===== src/rtl/dcache_req_arbiter_pkg.sv =====
// ============================================================================
//  Module   : dcache_req_arbiter_pkg
//  Purpose  : Shared widths, state encodings and request-type encodings for
//             the DCache stage-1 request arbiter.
//  Revision : 1.0 - initial release
// ============================================================================
`default_nettype none

`ifndef InstAddrBus
`define InstAddrBus 31:0
`endif

package dcache_req_arbiter_pkg;

  // Default widths; the address width tracks the instruction address bus.
  localparam int DCACHE_ADDR_W     = 32;
  localparam int DCACHE_DATA_W     = 32;
  localparam int DCACHE_STARVE_MAX = 4;

  typedef logic [`InstAddrBus] inst_addr_t;

  // Issue-register FSM encodings.
  localparam logic [0:0] ST_EMPTY = 1'b0;
  localparam logic [0:0] ST_FULL  = 1'b1;

  // Request-type encodings carried on S1IsStore.
  localparam logic [0:0] REQ_LOAD  = 1'b0;
  localparam logic [0:0] REQ_STORE = 1'b1;

  // Width of a counter that must be able to hold the value max_val.
  function automatic int cnt_width(input int max_val);
    return (max_val < 1) ? 1 : $clog2(max_val + 1);
  endfunction

endpackage

`default_nettype wire


===== src/rtl/dcache_req_arbiter_if.sv =====
// ============================================================================
//  Module   : dcache_req_arbiter_if
//  Purpose  : Bundles the control, AGU1 load, AGU2 store and stage-1 issue
//             signals around the DCache request arbiter.
//  Revision : 1.0 - initial release
// ============================================================================
`default_nettype none

interface dcache_req_arbiter_if
  import dcache_req_arbiter_pkg::*;
#(
  parameter int ADDR_W = DCACHE_ADDR_W,
  parameter int DATA_W = DCACHE_DATA_W
) ();

  // Pipeline control
  logic                DcacheStop;
  logic                DcacheFlash;
  logic                DcacheReq;
  // AGU1 load requester
  logic                LoadAble;
  logic                LoadReq;
  logic [ADDR_W-1:0]   LoadPhyAddr;
  // AGU2 store requester
  logic                StoreAble;
  logic                StoreReq;
  logic [ADDR_W-1:0]   StorePhyAddr;
  logic [DATA_W-1:0]   StoreData;
  logic [DATA_W/8-1:0] StoreMask;
  // Stage-1 issue register
  logic                S1Valid;
  logic                S1IsStore;
  logic [ADDR_W-1:0]   S1Addr;
  logic [DATA_W-1:0]   S1Data;
  logic [DATA_W/8-1:0] S1Mask;
  logic                S1Ready;

  // Arbiter side.
  modport slave (
    input  DcacheStop, DcacheFlash,
    input  LoadAble, LoadPhyAddr,
    input  StoreAble, StorePhyAddr, StoreData, StoreMask,
    input  S1Ready,
    output DcacheReq, LoadReq, StoreReq,
    output S1Valid, S1IsStore, S1Addr, S1Data, S1Mask
  );

  // Requester / control / stage-1 side.
  modport master (
    output DcacheStop, DcacheFlash,
    output LoadAble, LoadPhyAddr,
    output StoreAble, StorePhyAddr, StoreData, StoreMask,
    output S1Ready,
    input  DcacheReq, LoadReq, StoreReq,
    input  S1Valid, S1IsStore, S1Addr, S1Data, S1Mask
  );

endinterface

`default_nettype wire


===== src/rtl/dcache_req_arbiter_grant.sv =====
// ============================================================================
//  Module   : dcache_arb_grant
//  Purpose  : Combinational grant decision between the load and store
//             requesters: single-requester pass-through, same-word store
//             first, starvation-forced store, otherwise load priority.
//  Revision : 1.0 - initial release
// ============================================================================
`default_nettype none

module dcache_arb_grant
  import dcache_req_arbiter_pkg::*;
#(
  parameter int ADDR_W     = DCACHE_ADDR_W,
  parameter int STARVE_MAX = DCACHE_STARVE_MAX,
  parameter int CNT_W      = cnt_width(DCACHE_STARVE_MAX)
) (
  input  logic              can_accept,
  input  logic              load_able,
  input  logic              store_able,
  input  logic [ADDR_W-3:0] load_word,
  input  logic [ADDR_W-3:0] store_word,
  input  logic [CNT_W-1:0]  starve_cnt,
  output logic              grant_load,
  output logic              grant_store
);

  logic w_same_word;
  logic w_starved;

  assign w_same_word = (load_word == store_word);
  assign w_starved   = (starve_cnt == CNT_W'(STARVE_MAX));

  // Pick at most one winner; nothing is granted when the issue slot is busy.
  always_comb begin
    grant_load  = 1'b0;
    grant_store = 1'b0;
    if (can_accept) begin
      if (load_able && !store_able) begin
        grant_load = 1'b1;
      end else if (store_able && !load_able) begin
        grant_store = 1'b1;
      end else if (load_able && store_able) begin
        // Older store to the same word must reach the cache before the load.
        if (w_same_word || w_starved) begin
          grant_store = 1'b1;
        end else begin
          grant_load = 1'b1;
        end
      end
    end
  end

endmodule

`default_nettype wire


===== src/rtl/dcache_req_arbiter.sv =====
// ============================================================================
//  Module   : dcache_req_arbiter
//  Purpose  : Single-entry arbiter and issue register in front of DCache
//             stage 1, shared by the AGU1 load and AGU2 store requesters.
//  Revision : 1.0 - initial release
// ============================================================================
`default_nettype none

module dcache_req_arbiter
  import dcache_req_arbiter_pkg::*;
#(
  parameter int ADDR_W     = DCACHE_ADDR_W,
  parameter int DATA_W     = DCACHE_DATA_W,
  parameter int STARVE_MAX = DCACHE_STARVE_MAX
) (
  input  logic               Clk,
  input  logic               Rest,
  dcache_req_arbiter_if.slave bus
);

  localparam int CNT_W = cnt_width(STARVE_MAX);

  logic [0:0]          r_state;
  logic [0:0]          w_state_nxt;
  logic [CNT_W-1:0]    r_starve;
  logic                r_is_store;
  logic [ADDR_W-1:0]   r_addr;
  logic [DATA_W-1:0]   r_data;
  logic [DATA_W/8-1:0] r_mask;

  logic w_can_accept;
  logic w_grant_load;
  logic w_grant_store;
  logic w_grant_any;

  // Slot is free when empty or being drained this cycle; stop/flush and an
  // asserted reset block every handshake.
  assign w_can_accept = Rest && !bus.DcacheStop && !bus.DcacheFlash &&
                        ((r_state == ST_EMPTY) || bus.S1Ready);
  assign w_grant_any  = w_grant_load || w_grant_store;

  dcache_arb_grant #(
    .ADDR_W     (ADDR_W),
    .STARVE_MAX (STARVE_MAX),
    .CNT_W      (CNT_W)
  ) u_grant (
    .can_accept  (w_can_accept),
    .load_able   (bus.LoadAble),
    .store_able  (bus.StoreAble),
    .load_word   (bus.LoadPhyAddr[ADDR_W-1:2]),
    .store_word  (bus.StorePhyAddr[ADDR_W-1:2]),
    .starve_cnt  (r_starve),
    .grant_load  (w_grant_load),
    .grant_store (w_grant_store)
  );

  // Issue-register occupancy state.
  always_ff @(posedge Clk or negedge Rest) begin
    if (!Rest) begin
      r_state <= ST_EMPTY;
    end else begin
      r_state <= w_state_nxt;
    end
  end

  // Flush empties the slot, stop freezes it, otherwise fill on grant or
  // drain when stage 1 consumes without a replacement.
  always_comb begin
    w_state_nxt = r_state;
    if (bus.DcacheFlash) begin
      w_state_nxt = ST_EMPTY;
    end else if (!bus.DcacheStop) begin
      if (w_grant_any) begin
        w_state_nxt = ST_FULL;
      end else if ((r_state == ST_FULL) && bus.S1Ready) begin
        w_state_nxt = ST_EMPTY;
      end
    end
  end

  // Handshake, busy and issue-register outputs.
  always_comb begin
    bus.LoadReq   = w_grant_load;
    bus.StoreReq  = w_grant_store;
    bus.S1Valid   = (r_state == ST_FULL);
    bus.S1IsStore = r_is_store;
    bus.S1Addr    = r_addr;
    bus.S1Data    = r_data;
    bus.S1Mask    = r_mask;
    bus.DcacheReq = (r_state == ST_FULL) || bus.LoadAble || bus.StoreAble;
  end

  // Payload of the issue register; only written on a completed handshake.
  always_ff @(posedge Clk or negedge Rest) begin
    if (!Rest) begin
      r_is_store <= REQ_LOAD;
      r_addr     <= '0;
      r_data     <= '0;
      r_mask     <= '0;
    end else if (w_grant_store) begin
      r_is_store <= REQ_STORE;
      r_addr     <= bus.StorePhyAddr;
      r_data     <= bus.StoreData;
      r_mask     <= bus.StoreMask;
    end else if (w_grant_load) begin
      r_is_store <= REQ_LOAD;
      r_addr     <= bus.LoadPhyAddr;
      r_data     <= '0;
      r_mask     <= '0;
    end
  end

  // Count loads that beat a waiting store; any store grant or flush clears it.
  always_ff @(posedge Clk or negedge Rest) begin
    if (!Rest) begin
      r_starve <= '0;
    end else if (bus.DcacheFlash || w_grant_store) begin
      r_starve <= '0;
    end else if (w_grant_load && bus.StoreAble &&
                 (r_starve != CNT_W'(STARVE_MAX))) begin
      r_starve <= r_starve + 1'b1;
    end
  end

endmodule

`default_nettype wire

===== src/flat_wrapper.sv =====
// flat-port wrapper written by rule: the top's interface ports become plain ports
module dcache_req_arbiter_flat import dcache_req_arbiter_pkg::*;
#(
  parameter int ADDR_W     = DCACHE_ADDR_W,
  parameter int DATA_W     = DCACHE_DATA_W,
  parameter int STARVE_MAX = DCACHE_STARVE_MAX
)
  (Clk, Rest, bus_DcacheStop, bus_DcacheFlash, bus_LoadAble, bus_LoadPhyAddr, bus_StoreAble, bus_StorePhyAddr, bus_StoreData, bus_StoreMask, bus_S1Ready, bus_DcacheReq, bus_LoadReq, bus_StoreReq, bus_S1Valid, bus_S1IsStore, bus_S1Addr, bus_S1Data, bus_S1Mask);
  dcache_req_arbiter_if #(.ADDR_W(ADDR_W), .DATA_W(DATA_W)) bus_i ();
  input  logic Clk;
  input  logic Rest;
  input wire logic [$bits(bus_i.DcacheStop)-1:0] bus_DcacheStop;
  input wire logic [$bits(bus_i.DcacheFlash)-1:0] bus_DcacheFlash;
  input wire logic [$bits(bus_i.LoadAble)-1:0] bus_LoadAble;
  input wire logic [$bits(bus_i.LoadPhyAddr)-1:0] bus_LoadPhyAddr;
  input wire logic [$bits(bus_i.StoreAble)-1:0] bus_StoreAble;
  input wire logic [$bits(bus_i.StorePhyAddr)-1:0] bus_StorePhyAddr;
  input wire logic [$bits(bus_i.StoreData)-1:0] bus_StoreData;
  input wire logic [$bits(bus_i.StoreMask)-1:0] bus_StoreMask;
  input wire logic [$bits(bus_i.S1Ready)-1:0] bus_S1Ready;
  output wire logic [$bits(bus_i.DcacheReq)-1:0] bus_DcacheReq;
  output wire logic [$bits(bus_i.LoadReq)-1:0] bus_LoadReq;
  output wire logic [$bits(bus_i.StoreReq)-1:0] bus_StoreReq;
  output wire logic [$bits(bus_i.S1Valid)-1:0] bus_S1Valid;
  output wire logic [$bits(bus_i.S1IsStore)-1:0] bus_S1IsStore;
  output wire logic [$bits(bus_i.S1Addr)-1:0] bus_S1Addr;
  output wire logic [$bits(bus_i.S1Data)-1:0] bus_S1Data;
  output wire logic [$bits(bus_i.S1Mask)-1:0] bus_S1Mask;
  assign bus_i.DcacheStop = bus_DcacheStop;
  assign bus_i.DcacheFlash = bus_DcacheFlash;
  assign bus_i.LoadAble = bus_LoadAble;
  assign bus_i.LoadPhyAddr = bus_LoadPhyAddr;
  assign bus_i.StoreAble = bus_StoreAble;
  assign bus_i.StorePhyAddr = bus_StorePhyAddr;
  assign bus_i.StoreData = bus_StoreData;
  assign bus_i.StoreMask = bus_StoreMask;
  assign bus_i.S1Ready = bus_S1Ready;
  assign bus_DcacheReq = bus_i.DcacheReq;
  assign bus_LoadReq = bus_i.LoadReq;
  assign bus_StoreReq = bus_i.StoreReq;
  assign bus_S1Valid = bus_i.S1Valid;
  assign bus_S1IsStore = bus_i.S1IsStore;
  assign bus_S1Addr = bus_i.S1Addr;
  assign bus_S1Data = bus_i.S1Data;
  assign bus_S1Mask = bus_i.S1Mask;
  dcache_req_arbiter #(.ADDR_W(ADDR_W), .DATA_W(DATA_W), .STARVE_MAX(STARVE_MAX)) u_core (.Clk(Clk), .Rest(Rest), .bus(bus_i));
endmodule

===== config.mk =====
export PLATFORM = sky130hd
export DESIGN_NAME = dcache_req_arbiter_flat
export DESIGN_NICKNAME = d
export VERILOG_FILES = /design/src/rtl/dcache_req_arbiter_pkg.sv /design/src/rtl/dcache_req_arbiter_if.sv /design/src/rtl/dcache_req_arbiter_grant.sv /design/src/rtl/dcache_req_arbiter.sv /design/src/flat_wrapper.sv
export SDC_FILE = /design/constraint.sdc
export NUM_CORES = 1
export LEC_CHECK = 0
export CAP_MARGIN = 20
export CORE_MARGIN = 4
export CORE_UTILIZATION = 45
export DETAILED_ROUTE_END_ITERATION = 16
export GPL_ROUTABILITY_DRIVEN = 0
export PLACE_DENSITY = 0.87
export SLEW_MARGIN = 20
export SYNTH_ARGS = -nofsm -noshare
export SYNTH_HDL_FRONTEND = slang
export SYNTH_SLANG_ARGS = --single-unit

===== constraint.sdc =====
create_clock -name Clk -period 8.1 [get_ports Clk]
set_input_delay 2.43 -clock Clk [delete_from_list [all_inputs] [get_ports Clk]]
set_output_delay 2.43 -clock Clk [all_outputs]
set_load 0.1 [all_outputs]

==> results_dict.tcl <==
set metrics [dict create \
    drv_slew 0 \
    crit_type "in2out" \
    post_cts.repair.setup_buffers 0 \
    grt_pass1_wl_um 20300 \
    overflow 0 \
    place_area_um2 5700 \
    fin_crit_ns 7.18 \
    avgViaCountPerCell 5.79 \
    outcome "complete, no violations" \
    hold_viol_final 0 \
    worstMarginPinSlew_ns 1.03 \
    hpwl_um 9070 \
    ctsResizeCount 0 \
    post-route-drc-count 0 \
    cts_tree "built" \
    ios 180 \
    clk_pin_slew_ns 0.09 \
    filler_cell_count 624 \
    die_w_um 101 \
    synth_area_um2 3870 \
    routed_wl_um 12500 \
    power.share.clock_pct 21.1 \
    slowest_stage "clkdlybuf4s50_1" \
    clockBufferDepth 2 \
    clk_latency_ns 0.34 \
    combPwrFrac_pct 49.3 \
    start_kind "input pin" \
    p_leak_uw 0.00240 \
    endpoint_kind "output port" \
    synth_cell_types 34 \
    antenna_found_initial 0 \
    drive_above_1_share_pct 11.8 \
    cp.arrival_ns 4.75 \
    multi_input_area_um2 1770 \
    tns_ns 0 \
    cts_sinks 73 \
    area_growth_pct 53.3 \
    p_switching_uw 729 \
    cts_hold_buf 0 \
    fin_crit_sh_pct 88.6 \
    nets 622 \
    min_path_type "reg2reg" \
    cts_root_buffer "clkbuf_8" \
    crit_chain "clkdlybuf4s50_1 -> xor2_1 -> nor4_1 -> nand4_1 -> o21a_2 -> nor2_1 -> buf_12" \
    cts_inserted_buffers 9 \
    seq_area_um2 1830 \
    avgSynthCellArea_um2 11.2 \
    die_area_um2 10100 \
    grt_pass1_vias 3895 \
    gr-usage-all-layers_pct 25.3 \
    drt_iter0_drc 154 \
    fin_area_um2 5930 \
    ys_seq_area_share_pct 47.2 \
    max_stage_delay_ns 0.48 \
    synth_seq_cells 73 \
    vias 3610 \
    wl_per_cell_um 20.1 \
    p_int_uw 806 \
    drtPass1Iterations 4 \
    cap_violations 0 \
    max_slew_margin_pct 31.0 \
    crit_required_ns 5.67 \
    power.density_nw_per_um2 259 \
    synth_nets 453 \
    syn_inst 344 \
    htreeDepth 3 \
    io_buffers 179 \
    rsz0062_at_grt "false" \
    n_antenna_cell 0 \
    die_h_um 101 \
    p_seq_share_pct 29.6 \
    antenna_left 0 \
    core_area_um2 8300 \
    switching_share_pct 47.5 \
    start_util_pct 46.6 \
    synth.yosys.warnings 0 \
    finalSetupViolations 0 \
    worstPathMaxFanout 5 \
    rows 33 \
    ir_drop_mv 0.157 \
    p_total_uw 1530 \
    grt_max_degree 42 \
    whs_ns 0.495 \
    skew_ns 0.00836 \
    fmax_mhz 139 \
]
==> synthesized netlist by cell type (all sizes together) <==
cell / count / area [um^2]
nand2b: 1 / 6.26
o31ai: 1 / 7.51
xor2: 30 / 263
nand3: 2 / 10.0
nor3b: 1 / 7.51
a21boi: 1 / 7.51
nor4b: 1 / 8.76
and3: 1 / 6.26
nand2: 36 / 135
nand4: 3 / 18.8
inv: 36 / 135
a31o: 1 / 8.76
a21oi: 4 / 20.0
o21a: 1 / 7.51
o21ai: 6 / 45.0
and2: 1 / 6.26
nor4: 7 / 43.8
a32o: 36 / 360
buf: 11 / 110
a22oi: 32 / 240
clkbuf: 16 / 60.1
nor3: 1 / 5.00
o221ai: 33 / 470
dfrtp: 73 / 1830
nor2b: 2 / 12.5
ha: 2 / 25.0
nor2: 4 / 15.0
or3: 1 / 6.26
==> per-layer routing <==
metal  GRT usage (%)  wire length [um]  up-vias
met5               0                 0        -
met1            30.8              4770     1771
li1                -                 -     1640
met3            9.62              1420       22
met4            8.50               267        0
met2            41.2              6080      177
==> logic make-up (layout without fill, tap and decap cells) <==
family	after synthesis	after routing	share of synthesized area (%)
xor gates and xnor gates	30	30	6.79
buffers and inverters	63	237	7.89
AOI/OAI and AO/OA	115	115	30.2
DFF	73	73	47.2
adders and majority gates	2	2	0.647
and+or+nand+nor	61	61	7.28
==> final cells by class <==
cell class | count | share of cell area (%)
clock buffers | 9 | 2.09
well taps | 105 | 2.22
flip-flops and latches | 73 | 30.8
inverters | 36 | 2.28
multi-input cells | 208 | 29.8
repair buffers | 185 | 31.1
clock inverters | 7 | 1.75
==> sequential cells by signal, indices dropped and copies added (netlist names) <==
register,count
u_core.bus.S1Addr,32
u_core.bus.S1Valid,1
u_core.bus.S1Mask,4
u_core.r_starve,3
u_core.bus.S1Data,32
u_core.bus.S1IsStore,1
==> power groups by stage <==
stage	Clock (uW)	Sequential, uW	Combinational [uW]
global route	346	462	783
finish	324	454	757
CTS	331	454	762
floorplan	0	878	118
global placement	0	457	751
detailed placement	0	461	759
==> critical path: cells and delay by family <==
kind	cells	cell delay (ns)
compound gates	1	0.35
simple gates	3	1.10
buf+inv	2	0.69
xor+xnor	1	0.17
==> stage by stage <==
step	instances	setup slack, ns	util (%)
2_1_floorplan	344	0.762	-
6_report	623	0.920	71.4
5_1_grt	623	0.826	71.4
3_5_place_dp	607	0.907	68.7
3_3_place_gp	607	0.823	68.7
4_1_cts	623	0.891	71.4
==> worst paths after layout <==
| kind | startpoint | endpoint | slack [ns] | cells past startpoint |
|---|---|---|---|---|
| worst max-delay path | bus_LoadPhyAddr[30] | bus_StoreReq | 0.92 | 7 |
| worst min-delay path | u_core.bus.S1Data[13]$_DFFE_PN0P_ | u_core.bus.S1Data[13]$_DFFE_PN0P_ | 0.50 | 1 |
| worst max register to register | u_core.bus.S1Valid$_DFFE_PN0P_ | u_core.bus.S1Addr[26]$_DFFE_PN0P_ | 5.97 | 5 |
| worst min register to register | u_core.bus.S1Data[13]$_DFFE_PN0P_ | u_core.bus.S1Data[13]$_DFFE_PN0P_ | 0.50 | 1 |
| max in group asynchronous | Rest | u_core.bus.S1Addr[22]$_DFFE_PN0P_ | 5.17 | 2 |
| min in group asynchronous | Rest | u_core.bus.S1Addr[20]$_DFFE_PN0P_ | 2.05 | 1 |
==> cells in the final DEF (no fill, tap or decap) <==
| cell type | Yosys | final |
|---|---|---|
| ha_1 | 2 | 2 |
| clkdlybuf4s50_1 | 0 | 176 |
| nor3b_1 | 1 | 1 |
| xor2_1 | 30 | 30 |
| and2_1 | 1 | 1 |
| and3_1 | 1 | 1 |
| nor2b_1 | 2 | 2 |
| clkbuf_8 | 0 | 9 |
| o21ai_4 | 1 | 3 |
| o21a_2 | 0 | 1 |
| nor3_1 | 1 | 1 |
| o31ai_1 | 1 | 1 |
| a31o_2 | 1 | 1 |
| buf_4 | 0 | 8 |
| nand2b_1 | 1 | 1 |
| o21ai_0 | 3 | 3 |
| dfrtp_1 | 73 | 73 |
| nand2_1 | 36 | 36 |
| nor4_1 | 7 | 7 |
| nor4b_1 | 1 | 1 |
| nor2_2 | 0 | 1 |
| o221ai_1 | 4 | 4 |
| a21oi_1 | 4 | 4 |
| nand3_1 | 2 | 2 |
| inv_6 | 0 | 1 |
| o221ai_2 | 29 | 29 |
| a32o_1 | 36 | 36 |
| or3_1 | 1 | 1 |
| a21boi_0 | 1 | 1 |
| bufinv_16 | 0 | 2 |
| nor2_1 | 4 | 2 |
| inv_1 | 36 | 36 |
| buf_12 | 0 | 1 |
| nor2_4 | 0 | 1 |
| clkinv_4 | 0 | 4 |
| a22oi_1 | 32 | 32 |
| nand4_1 | 3 | 3 |
Note: power is estimated with default switching activity, not from simulation.
